### config.mk
export PLATFORM = sky130hd
export DESIGN_NAME = umtrx_err_pkt_gen_flat
export DESIGN_NICKNAME = d
export VERILOG_FILES = /design/src/rtl/umtrx_pkt_pkg.sv /design/src/rtl/umtrx_err_pkt_gen_if.sv /design/src/rtl/setting_reg.sv /design/src/rtl/umtrx_err_event_buf.sv /design/src/rtl/umtrx_err_pkt_gen.sv /design/src/flat_wrapper.sv
export SDC_FILE = /design/constraint.sdc
export NUM_CORES = 1
export LEC_CHECK = 0
export CAP_MARGIN = 20
export CELL_PAD_IN_SITES_DETAIL_PLACEMENT = 1
export CELL_PAD_IN_SITES_GLOBAL_PLACEMENT = 2
export CORE_MARGIN = 1
export CORE_UTILIZATION = 40
export DETAILED_ROUTE_END_ITERATION = 6
export DONT_BUFFER_PORTS = 1
export PLACE_DENSITY = 0.76
export SLEW_MARGIN = 10
export SYNTH_ARGS = -nofsm -noshare
export SYNTH_HDL_FRONTEND = slang
export SYNTH_SLANG_ARGS = --single-unit
### constraint.sdc
create_clock -name clk -period 6.95 [get_ports clk]
set_clock_uncertainty 0.05 [all_clocks]
set_input_delay 1.39 -clock clk [delete_from_list [all_inputs] [get_ports clk]]
set_output_delay 1.39 -clock clk [all_outputs]
set_load 0.03 [all_outputs]
### src/rtl/umtrx_pkt_pkg.sv
// Shared definitions for the 36-bit packet line format and error packet layout.
package umtrx_pkt_pkg;

    localparam int LINE_W        = 36;
    localparam int SOF_BIT       = 32;
    localparam int EOF_BIT       = 33;
    localparam int ERR_PKT_LINES = 6;

    localparam logic [3:0]  VITA_HDR_TYPE = 4'h1;
    localparam logic [15:0] ERR_PKT_LEN   = 16'd6;

    typedef enum logic {
        ST_IDLE = 1'b0,
        ST_EMIT = 1'b1
    } err_state_e;

    // Pack a 32-bit word with framing flags; occupancy bits stay zero.
    function automatic logic [LINE_W-1:0] make_line(input logic [31:0] data,
                                                    input logic        sof,
                                                    input logic        eof);
        logic [LINE_W-1:0] line;
        line          = '0;
        line[31:0]    = data;
        line[SOF_BIT] = sof;
        line[EOF_BIT] = eof;
        return line;
    endfunction

    // Increment that sticks at all-ones instead of wrapping.
    function automatic logic [15:0] sat_inc16(input logic [15:0] value);
        return (value == 16'hFFFF) ? value : value + 16'd1;
    endfunction

endpackage

### src/rtl/umtrx_err_pkt_gen_if.sv
// Error packet output stream: 36-bit line, valid/ready handshake.
interface umtrx_err_pkt_gen_if;
    logic [35:0] err_out_data;
    logic        err_out_valid;
    logic        err_out_ready;

    modport master (output err_out_data, output err_out_valid, input err_out_ready);
    modport slave  (input err_out_data, input err_out_valid, output err_out_ready);
endinterface

### src/rtl/setting_reg.sv
// Setting-bus register: captures data when the strobe hits its address.
module setting_reg #(
    parameter logic [7:0]   MY_ADDR  = 8'd0,
    parameter int           WIDTH    = 32,
    parameter logic [WIDTH-1:0] AT_RESET = '0
) (
    input  logic             clk,
    input  logic             reset_n,
    input  logic             strobe,
    input  logic [7:0]       addr,
    input  logic [WIDTH-1:0] in,
    output logic [WIDTH-1:0] out
);
    logic [WIDTH-1:0] out_d;
    logic [WIDTH-1:0] out_q;

    // Load a new value on an address match, otherwise hold.
    always_comb begin
        out_d = out_q;
        if (strobe && (addr == MY_ADDR)) begin
            out_d = in;
        end
    end

    // Register state; only reset_n restores the default.
    always_ff @(posedge clk) begin
        if (!reset_n) begin
            out_q <= AT_RESET;
        end else begin
            out_q <= out_d;
        end
    end

    assign out = out_q;
endmodule

### src/rtl/umtrx_err_event_buf.sv
// One-deep pending event register with saturating drop counter.
module umtrx_err_event_buf
    import umtrx_pkt_pkg::*;
(
    input  logic        clk,
    input  logic        reset_n,
    input  logic        clear,
    input  logic        enable,
    input  logic        evt_stb,
    input  logic [31:0] evt_code,
    input  logic [15:0] evt_seq,
    input  logic [63:0] vita_time,
    input  logic        unload,
    output logic        pend_valid,
    output logic [31:0] pend_code,
    output logic [15:0] pend_seq,
    output logic [63:0] pend_time,
    output logic [15:0] drop_cnt
);
    logic        pend_valid_d, pend_valid_q;
    logic [31:0] pend_code_d, pend_code_q;
    logic [15:0] pend_seq_d, pend_seq_q;
    logic [63:0] pend_time_d, pend_time_q;
    logic [15:0] drop_cnt_d, drop_cnt_q;
    logic        accept;
    logic        drop;
    logic        capture;

    // Capture an event when the slot is free or being emptied this cycle; else count a drop.
    always_comb begin
        accept       = enable && evt_stb;
        drop         = accept && pend_valid_q && !unload;
        capture      = accept && !drop;
        pend_valid_d = pend_valid_q;
        pend_code_d  = pend_code_q;
        pend_seq_d   = pend_seq_q;
        pend_time_d  = pend_time_q;
        if (unload) begin
            pend_valid_d = 1'b0;
        end
        if (capture) begin
            pend_valid_d = 1'b1;
            pend_code_d  = evt_code;
            pend_seq_d   = evt_seq;
            pend_time_d  = vita_time;
        end
        // The count restarts when the FSM snapshots it; a same-cycle drop still counts.
        drop_cnt_d = unload ? 16'd0 : drop_cnt_q;
        if (drop) begin
            drop_cnt_d = sat_inc16(drop_cnt_d);
        end
    end

    // Control state: cleared by reset_n or clear.
    always_ff @(posedge clk) begin
        if (!reset_n || clear) begin
            pend_valid_q <= 1'b0;
            drop_cnt_q   <= 16'd0;
        end else begin
            pend_valid_q <= pend_valid_d;
            drop_cnt_q   <= drop_cnt_d;
        end
    end

    // Event payload: qualified by pend_valid, so no reset needed.
    always_ff @(posedge clk) begin
        pend_code_q <= pend_code_d;
        pend_seq_q  <= pend_seq_d;
        pend_time_q <= pend_time_d;
    end

    assign pend_valid = pend_valid_q;
    assign pend_code  = pend_code_q;
    assign pend_seq   = pend_seq_q;
    assign pend_time  = pend_time_q;
    assign drop_cnt   = drop_cnt_q;
endmodule

### src/rtl/umtrx_err_pkt_gen.sv
// Converts TX DSP error events into 6-line VITA-style error packets.
module umtrx_err_pkt_gen
    import umtrx_pkt_pkg::*;
#(
    parameter logic [7:0] BASE = 8'd0
) (
    input  logic        clk,
    input  logic        reset_n,
    input  logic        clear,
    input  logic        set_stb,
    input  logic [7:0]  set_addr,
    input  logic [31:0] set_data,
    input  logic [63:0] vita_time,
    input  logic        evt_stb,
    input  logic [31:0] evt_code,
    input  logic [15:0] evt_seq,
    umtrx_err_pkt_gen_if.master err_out,
    output logic [15:0] drop_count
);
    localparam logic [2:0] LAST_IDX = 3'(ERR_PKT_LINES - 1);

    logic        enable;
    logic [31:0] sid;
    logic        pend_valid;
    logic [31:0] pend_code;
    logic [15:0] pend_seq;
    logic [63:0] pend_time;
    logic [15:0] drop_cnt;
    logic        unload;
    logic        out_valid;
    logic [35:0] out_data;

    err_state_e  state_d, state_q;
    logic [2:0]  idx_d, idx_q;
    logic [3:0]  pkt_cnt_d, pkt_cnt_q;
    logic [31:0] sh_code_d, sh_code_q;
    logic [15:0] sh_seq_d, sh_seq_q;
    logic [63:0] sh_time_d, sh_time_q;
    logic [15:0] sh_drop_d, sh_drop_q;

    setting_reg #(.MY_ADDR(BASE), .WIDTH(1), .AT_RESET(1'b0)) u_ctrl_reg (
        .clk     (clk),
        .reset_n (reset_n),
        .strobe  (set_stb),
        .addr    (set_addr),
        .in      (set_data[0:0]),
        .out     (enable)
    );

    setting_reg #(.MY_ADDR(BASE + 8'd1), .WIDTH(32), .AT_RESET(32'd0)) u_sid_reg (
        .clk     (clk),
        .reset_n (reset_n),
        .strobe  (set_stb),
        .addr    (set_addr),
        .in      (set_data),
        .out     (sid)
    );

    umtrx_err_event_buf u_event_buf (
        .clk        (clk),
        .reset_n    (reset_n),
        .clear      (clear),
        .enable     (enable),
        .evt_stb    (evt_stb),
        .evt_code   (evt_code),
        .evt_seq    (evt_seq),
        .vita_time  (vita_time),
        .unload     (unload),
        .pend_valid (pend_valid),
        .pend_code  (pend_code),
        .pend_seq   (pend_seq),
        .pend_time  (pend_time),
        .drop_cnt   (drop_cnt)
    );

    // Packet FSM: IDLE unloads a pending event, EMIT walks the six lines on handshake.
    always_comb begin
        state_d   = state_q;
        idx_d     = idx_q;
        pkt_cnt_d = pkt_cnt_q;
        unload    = 1'b0;
        out_valid = 1'b0;
        case (state_q)
            ST_IDLE: begin
                if (pend_valid) begin
                    unload  = 1'b1;
                    idx_d   = 3'd0;
                    state_d = ST_EMIT;
                end
            end
            ST_EMIT: begin
                out_valid = 1'b1;
                if (err_out.err_out_ready) begin
                    if (idx_q == LAST_IDX) begin
                        idx_d     = 3'd0;
                        pkt_cnt_d = pkt_cnt_q + 4'd1;
                        state_d   = ST_IDLE;
                    end else begin
                        idx_d = idx_q + 3'd1;
                    end
                end
            end
            default: state_d = ST_IDLE;
        endcase
    end

    // Shadow copy of the event and drop count, frozen for the whole packet.
    always_comb begin
        sh_code_d = sh_code_q;
        sh_seq_d  = sh_seq_q;
        sh_time_d = sh_time_q;
        sh_drop_d = sh_drop_q;
        if (unload) begin
            sh_code_d = pend_code;
            sh_seq_d  = pend_seq;
            sh_time_d = pend_time;
            sh_drop_d = drop_cnt;
        end
    end

    // Line mux: data depends only on registered state, so it holds while stalled.
    always_comb begin
        out_data = '0;
        if (out_valid) begin
            case (idx_q)
                3'd0:    out_data = make_line({VITA_HDR_TYPE, 4'h0, 2'b00, 2'b01,
                                               pkt_cnt_q, ERR_PKT_LEN}, 1'b1, 1'b0);
                3'd1:    out_data = make_line(sid, 1'b0, 1'b0);
                3'd2:    out_data = make_line(sh_time_q[63:32], 1'b0, 1'b0);
                3'd3:    out_data = make_line(sh_time_q[31:0], 1'b0, 1'b0);
                3'd4:    out_data = make_line(sh_code_q, 1'b0, 1'b0);
                default: out_data = make_line({sh_drop_q, sh_seq_q}, 1'b0, 1'b1);
            endcase
        end
    end

    // FSM control registers: reset_n and clear both abandon any packet in flight.
    always_ff @(posedge clk) begin
        if (!reset_n || clear) begin
            state_q   <= ST_IDLE;
            idx_q     <= 3'd0;
            pkt_cnt_q <= 4'd0;
        end else begin
            state_q   <= state_d;
            idx_q     <= idx_d;
            pkt_cnt_q <= pkt_cnt_d;
        end
    end

    // Shadow payload registers: only read while EMIT is active.
    always_ff @(posedge clk) begin
        sh_code_q <= sh_code_d;
        sh_seq_q  <= sh_seq_d;
        sh_time_q <= sh_time_d;
        sh_drop_q <= sh_drop_d;
    end

    assign err_out.err_out_valid = out_valid;
    assign err_out.err_out_data  = out_data;
    assign drop_count            = drop_cnt;
endmodule
### src/flat_wrapper.sv
// flat-port wrapper written by rule: the top's interface ports become plain ports
module umtrx_err_pkt_gen_flat import umtrx_pkt_pkg::*;
#(
    parameter logic [7:0] BASE = 8'd0
)
  (clk, reset_n, clear, set_stb, set_addr, set_data, vita_time, evt_stb, evt_code, evt_seq, drop_count, err_out_err_out_data, err_out_err_out_valid, err_out_err_out_ready);
  umtrx_err_pkt_gen_if err_out_i ();
  input  logic clk;
  input  logic reset_n;
  input  logic clear;
  input  logic set_stb;
  input  logic [7:0] set_addr;
  input  logic [31:0] set_data;
  input  logic [63:0] vita_time;
  input  logic evt_stb;
  input  logic [31:0] evt_code;
  input  logic [15:0] evt_seq;
  output logic [15:0] drop_count;
  output wire logic [$bits(err_out_i.err_out_data)-1:0] err_out_err_out_data;
  output wire logic [$bits(err_out_i.err_out_valid)-1:0] err_out_err_out_valid;
  input wire logic [$bits(err_out_i.err_out_ready)-1:0] err_out_err_out_ready;
  assign err_out_err_out_data = err_out_i.err_out_data;
  assign err_out_err_out_valid = err_out_i.err_out_valid;
  assign err_out_i.err_out_ready = err_out_err_out_ready;
  umtrx_err_pkt_gen #(.BASE(BASE)) u_core (.clk(clk), .reset_n(reset_n), .clear(clear), .set_stb(set_stb), .set_addr(set_addr), .set_data(set_data), .vita_time(vita_time), .evt_stb(evt_stb), .evt_code(evt_code), .evt_seq(evt_seq), .err_out(err_out_i), .drop_count(drop_count));
endmodule
Word level (Yosys, flattened, before mapping)
Cells that the tools add are included.
- register bits after elaboration: 298
- bits in latches: 0
- memory bits (writable): 0
- memory bits (read-only): 0
- input port bits: 158
- output and inout bits: 53
- logic and storage cells: 59
- memories kept: 0
- add/sub/neg operators: 3
- multiply operators: 0
- divide/modulo/power cells: 0
- magnitude comparators: 0
- equal/unequal tests: 9
- shift-type cells: 0
- muxes and demuxes: 17
- bitwise logic cells: 1
- reductions and logical operators: 15
- operator list (cell ; count):
    one-hot mux 34 bit (5 select lines) ; 1
    two-way mux 16 bit ; 3
    two-way mux 36 bit ; 1
    adder 16 x 1 -> 16 bit (second input constant) ; 1
    equality test 16 bit (second input constant) ; 1
    two-way mux 3 bit ; 3
    equality test 8 x 1 -> 1 bit (second input constant) ; 1
    logical NOT 8 bit ; 1
    two-way mux 1 bit ; 7
    equality test 3 x 2 -> 1 bit (second input constant) ; 2
    equality test 3 bit (second input constant) ; 2
    logical AND 1 bit ; 6
    one-hot mux 3 bit (2 select lines) ; 1
    adder 4 x 1 -> 4 bit (second input constant) ; 1
    inequality test 2 bit (second input constant) ; 2
    adder 3 x 1 -> 3 bit (second input constant) ; 1
    equality test 3 x 1 -> 1 bit (second input constant) ; 1
    logical NOT 1 bit ; 3
    logical NOT 3 bit ; 1
    AND reduction 3 bit ; 1
    one-hot mux 1 bit (2 select lines) ; 1
    AND reduction 2 bit ; 1
    nonzero test 2 bit ; 1
    logical OR 1 bit ; 1
    NOT 1 bit ; 1

Logic depth before layout (Yosys ltp)
- depth in word-level cells: 7
- depth in mapped cells: 9
- depth with buffers taken out: 7

Modules after synthesis
A second synthesis with hierarchy kept.
- cell total of the unflattened synthesis: 746
- area total of the unflattened synthesis: 11429.7 um^2
- modules (own cells, without submodules) (module ; instances ; cells each ; area each (um^2) ; seq. area each (um^2)):
    umtrx_err_pkt_gen ; 1 ; 360 ; 5601.6 ; 4003.8
    umtrx_err_event_buf ; 1 ; 237 ; 4456.8 ; 3703.6
    setting_reg at u_core.u_sid_reg ; 1 ; 141 ; 1305.0 ; 640.6
    setting_reg at u_core.u_ctrl_reg ; 1 ; 8 ; 66.3 ; 20.0

Least setup slack after synthesis
Ideal clock, no wire load.
- path type: input port to flip-flop
- start: in evt_stb
- end: reg u_core.u_event_buf.pend_code_q[0] (netlist: u_core.u_event_buf.pend_code[0]) (enable)
- setup time: 0.620 ns
- arrival time: 6.871 ns
- required time: 6.280 ns
- slack: -0.592 ns
- stages: 2
- path buffers: 0
- cell sequence: nand2_1 a21oi_1
- longest elaborated chain between the ends: 5
- ends and longest elaborated chain (what ; RTL line ; RTL):
    start, declared ; flat_wrapper.sv:15 ; input logic evt_stb;
    logical AND 1 bit (*) ; umtrx_err_event_buf.sv:31 ; accept = enable && evt_stb;
    logical AND 1 bit (2 in series) ; umtrx_err_event_buf.sv:32 ; drop = accept && pend_valid_q && !unload;
    logical NOT 1 bit ; umtrx_err_event_buf.sv:33 ; capture = accept && !drop;
    logical AND 1 bit (*) ; umtrx_err_event_buf.sv:33 ;
    via u_core.u_event_buf.capture ; umtrx_err_event_buf.sv:27 ; logic capture;
    end signal, assigned ; umtrx_err_event_buf.sv:67 ; pend_code_q <= pend_code_d;
    end, declared ; umtrx_err_event_buf.sv:21 ; logic [31:0] pend_code_d, pend_code_q;
Mark *: on every way through the listed nets, which the timed path passes. The rest lies on a longest branch.
A chain may end at the register's enable or synchronous reset.

Worst setup path in the final report
- start: reg u_core.idx_q[0]
- end: out err_out_err_out_data[19]
- longest elaborated chain between the ends: 3
- elaborated cells on any way between the ends: 7
- those cells by class: 4 x eq/ne; 2 x mux; 1 x reduce/logical
- ends and longest elaborated chain (what ; RTL line ; RTL):
    start, declared ; umtrx_err_pkt_gen.sv:34 ; logic [2:0] idx_d, idx_q;
    start signal, assigned ; umtrx_err_pkt_gen.sv:145 ; idx_q <= idx_d;
    equality test 3 bit, or another cell as far along ; umtrx_err_pkt_gen.sv:125 ; case (idx_q)
    one-hot mux 34 bit (5 select lines) (*) ; umtrx_err_pkt_gen.sv:125 ;
    two-way mux 36 bit (*) ; umtrx_err_pkt_gen.sv:124 ; if (out_valid) begin
    end, declared ; flat_wrapper.sv:19 ; output wire logic [$bits(err_out_i.err_out_data)-1:0] err_out_err_out_data;
Every way passes the cells marked *; elsewhere a longest branch is shown, timed or not.

==> reports/summary.txt <==
Synth area leader -> edfxtp_1
Global Route Usage Sum -> 18.53%
Netlist cell types -> 47
switching share of power -> 19.95%
initial antenna violation count -> 2
Final min period -> 5.027 ns
leak pwr -> 3.949 nW
CP Max Fanout -> 33
worst endpoint data arrival time -> 3.59 ns
Die Y -> 167.8 µm
post-synth top area share -> 65.57%
Hold WS -> 0.3648 ns
TritonCTS buffer count -> 30
worst reg-to-reg setup slack -> 3.79 ns
wl on met1 -> 10.88 mm
Clk network pwr share -> 45.7%
core area -> 0.02695 mm²
Clk pin slew, worst setup/hold paths -> 0.06 ns
DRT iter0 DRCs -> 391
Period Utilization, post-route -> 72.32%
Die Width -> 167.8 µm
vias in the first global route -> 6300
crit-path cells -> nand2_1 > inv_1 > ha_2 > a21oi_4 > buf_16 > a222oi_1 > a21oi_1
sequential power share -> 53.9%
vias -> 5954
Comb power frac -> 0.4%
crit-path leading delay family -> compound AO/OA/AOI/OAI gates
met2 routed WL -> 12.67 mm
Async SR Flop Fraction -> 0%
Post-Synthesis Cells -> 698
status -> completed
Max H-tree Level -> 1
clock buffer depth -> 3
# setup viols final -> 0
Synth area leaders -> edfxtp_1, dfxtp_1, mux2i_1
ratio of cells with drive above 1 in the final layout -> 11.25%
RSZ-0062 raised after global routing -> no
drt wl/cell -> 24.33 µm
Critical Path Sink Type -> output pin
PwrDens -> 286.3 mW/mm²
Max-Cap Viols -> 0
Post-synth top flop -> edfxtp_1
most frequent cell after synthesis -> edfxtp_1
DP Wirelength -> 17.43 mm
Worst setup SP type -> flip-flop
largest net degree at the start of global routing -> 83
Max stage delay on crit path -> 0.80 ns
hold_buf cts -> 0
sw power -> 0.0007072 W
final hold vios -> 0
Top Ports -> 211
required time of the critical path -> 5.51 ns
layout net count -> 866
WP buf/inv -> 2
HP Class -> flip-flop to flip-flop
Critical-path top delay cell -> dfxtp_1
Ys Warns -> 0
P_int -> 0.002837 W
Mean Syn Cell Area -> 15.75 µm²
synthesis-stage register bit count -> 298
Max Clk Rate -> 0.1989 GHz
Sink Count -> 298
Synth top cells by count -> edfxtp_1, dfxtp_1, nand2_1, a22oi_1, mux2i_1
Mapped Area -> 0.01099 mm²
post-route ant nets -> 0
# DRC -> 0
initial core utilization -> 40.78%
worst-skew pair later-pin latency -> 0.56 ns
Final Max Slew Viols -> 0
ANT cells -> 0
post-CTS setup buffer count -> 0
first-pass GRT wire length -> 39.14 mm
Post-synth EDFFs -> 240
routability cong. -> 0.8055
grt ovf -> 0
Setup TNS Final -> 0 ns
Die ar. -> 0.02814 mm²
Crit Path Category -> flip-flop to output pin
Area Growth Syn to Fin -> 12.66%
sequential fraction of the synthesis area -> 76.14%
Worst Tran Pin Value -> 1.047 ns
Rows -> 60
CTS root buf -> clkbuf_16
vias per inst -> 5.564
PortBufs -> 0
Slew headroom -> 30.22%
post_cts resized -> 0
VDD IR-drop max -> 215.7 µV
drt pass-1 iters -> 5
CTS tree -> done
top sig layer -> met5
met3 wire length -> 1.979 mm
drt total wl -> 26.04 mm
-- power groups by stage --
stage / combinational, W / sequential [W] / clock (W)
2_1_floorplan: 0.0000125 / 0.00195 / 0
3_3_place_gp: 0.0000120 / 0.00195 / 0
3_5_place_dp: 0.0000126 / 0.00195 / 0
4_1_cts: 0.0000126 / 0.00191 / 0.00166
5_1_grt: 0.0000136 / 0.00191 / 0.00173
6_report: 0.0000126 / 0.00191 / 0.00162
-- metrics by stage --
stage | setup WS, ns | utilization (%) | std cells | power (W) | cell area [µm²]
4_1_cts | 1.703 | 45.84 | 1069 | 0.003588 | 12350
5_1_grt | 1.656 | 45.94 | 1070 | 0.003652 | 12380
6_report | 1.924 | 45.94 | 1070 | 0.003545 | 12380
3_5_place_dp | 2.314 | 42.06 | 1013 | 0.001963 | 11340
2_1_floorplan | 1.949 | - | 699 | 0.001963 | 11000
3_3_place_gp | 2.458 | 42.06 | 1013 | 0.001963 | 11340
-- registers in the layout, summed over array words and instances (netlist names) --
name	flops
u_core.u_sid_reg.out	32
u_core.u_event_buf.pend_valid	1
u_core.u_event_buf.pend_seq	16
u_core.u_event_buf.drop_cnt	16
u_core.state_q	1
u_core.u_event_buf.pend_code	32
u_core.pkt_cnt_q	4
u_core.sh_seq_q	16
u_core.sh_time_q	64
u_core.idx_q	3
u_core.sh_drop_q	16
u_core.u_ctrl_reg.out	1
u_core.sh_code_q	32
u_core.u_event_buf.pend_time	64
-- final timing paths --
kind	start	endpoint	cells after the start
min reg2reg	u_core.u_event_buf.pend_time[19]	u_core.sh_time_q[19]	0
min	u_core.u_event_buf.pend_time[19]	u_core.sh_time_q[19]	0
max reg2reg	u_core.state_q	u_core.u_event_buf.drop_cnt[8]	7
max	u_core.idx_q[0]	err_out_err_out_data[19]	7
-- cell usage in the layout (no fill, tap or decap), types with 12 or more instances in the layout --
master / count
edfxtp_1: 240
dfxtp_1: 58
nand2_1: 56
a22oi_1: 49
mux2i_1: 48
nor2b_1: 39
clkbuf_16: 30
a31oi_1: 24
a21oi_1: 20
nor2_1: 14
o21ai_0: 12
-- layout make-up --
type | count | area, µm²
clock buffer | 32 | 758.2
clock inverter | 24 | 260.3
fill | 2589 | 14570
inverter | 12 | 50.05
multi-input combinational | 351 | 2409
sequential | 298 | 8368
tap | 341 | 426.7
timing repair buffer | 12 | 110.1
-- metal layers --
layer | up-vias | track usage [%]
met5 | - | 0
met4 | 2 | 4.986
met3 | 39 | 5.129
met2 | 201 | 31.25
met1 | 3000 | 23.46
li1 | 2712 | -
-- cells by family after synthesis --
group	count (synthesis)	share of synthesized area [%]
xor+xnor	3	0.2391
compound gates	131	8.516
simple gates	164	8.106
flops	298	76.14
other cells	1	0.03412
mux	48	4.372
fa+ha+maj	3	0.3416
buf+inv	50	2.254
Note: power is estimated with default switching activity, not from simulation.
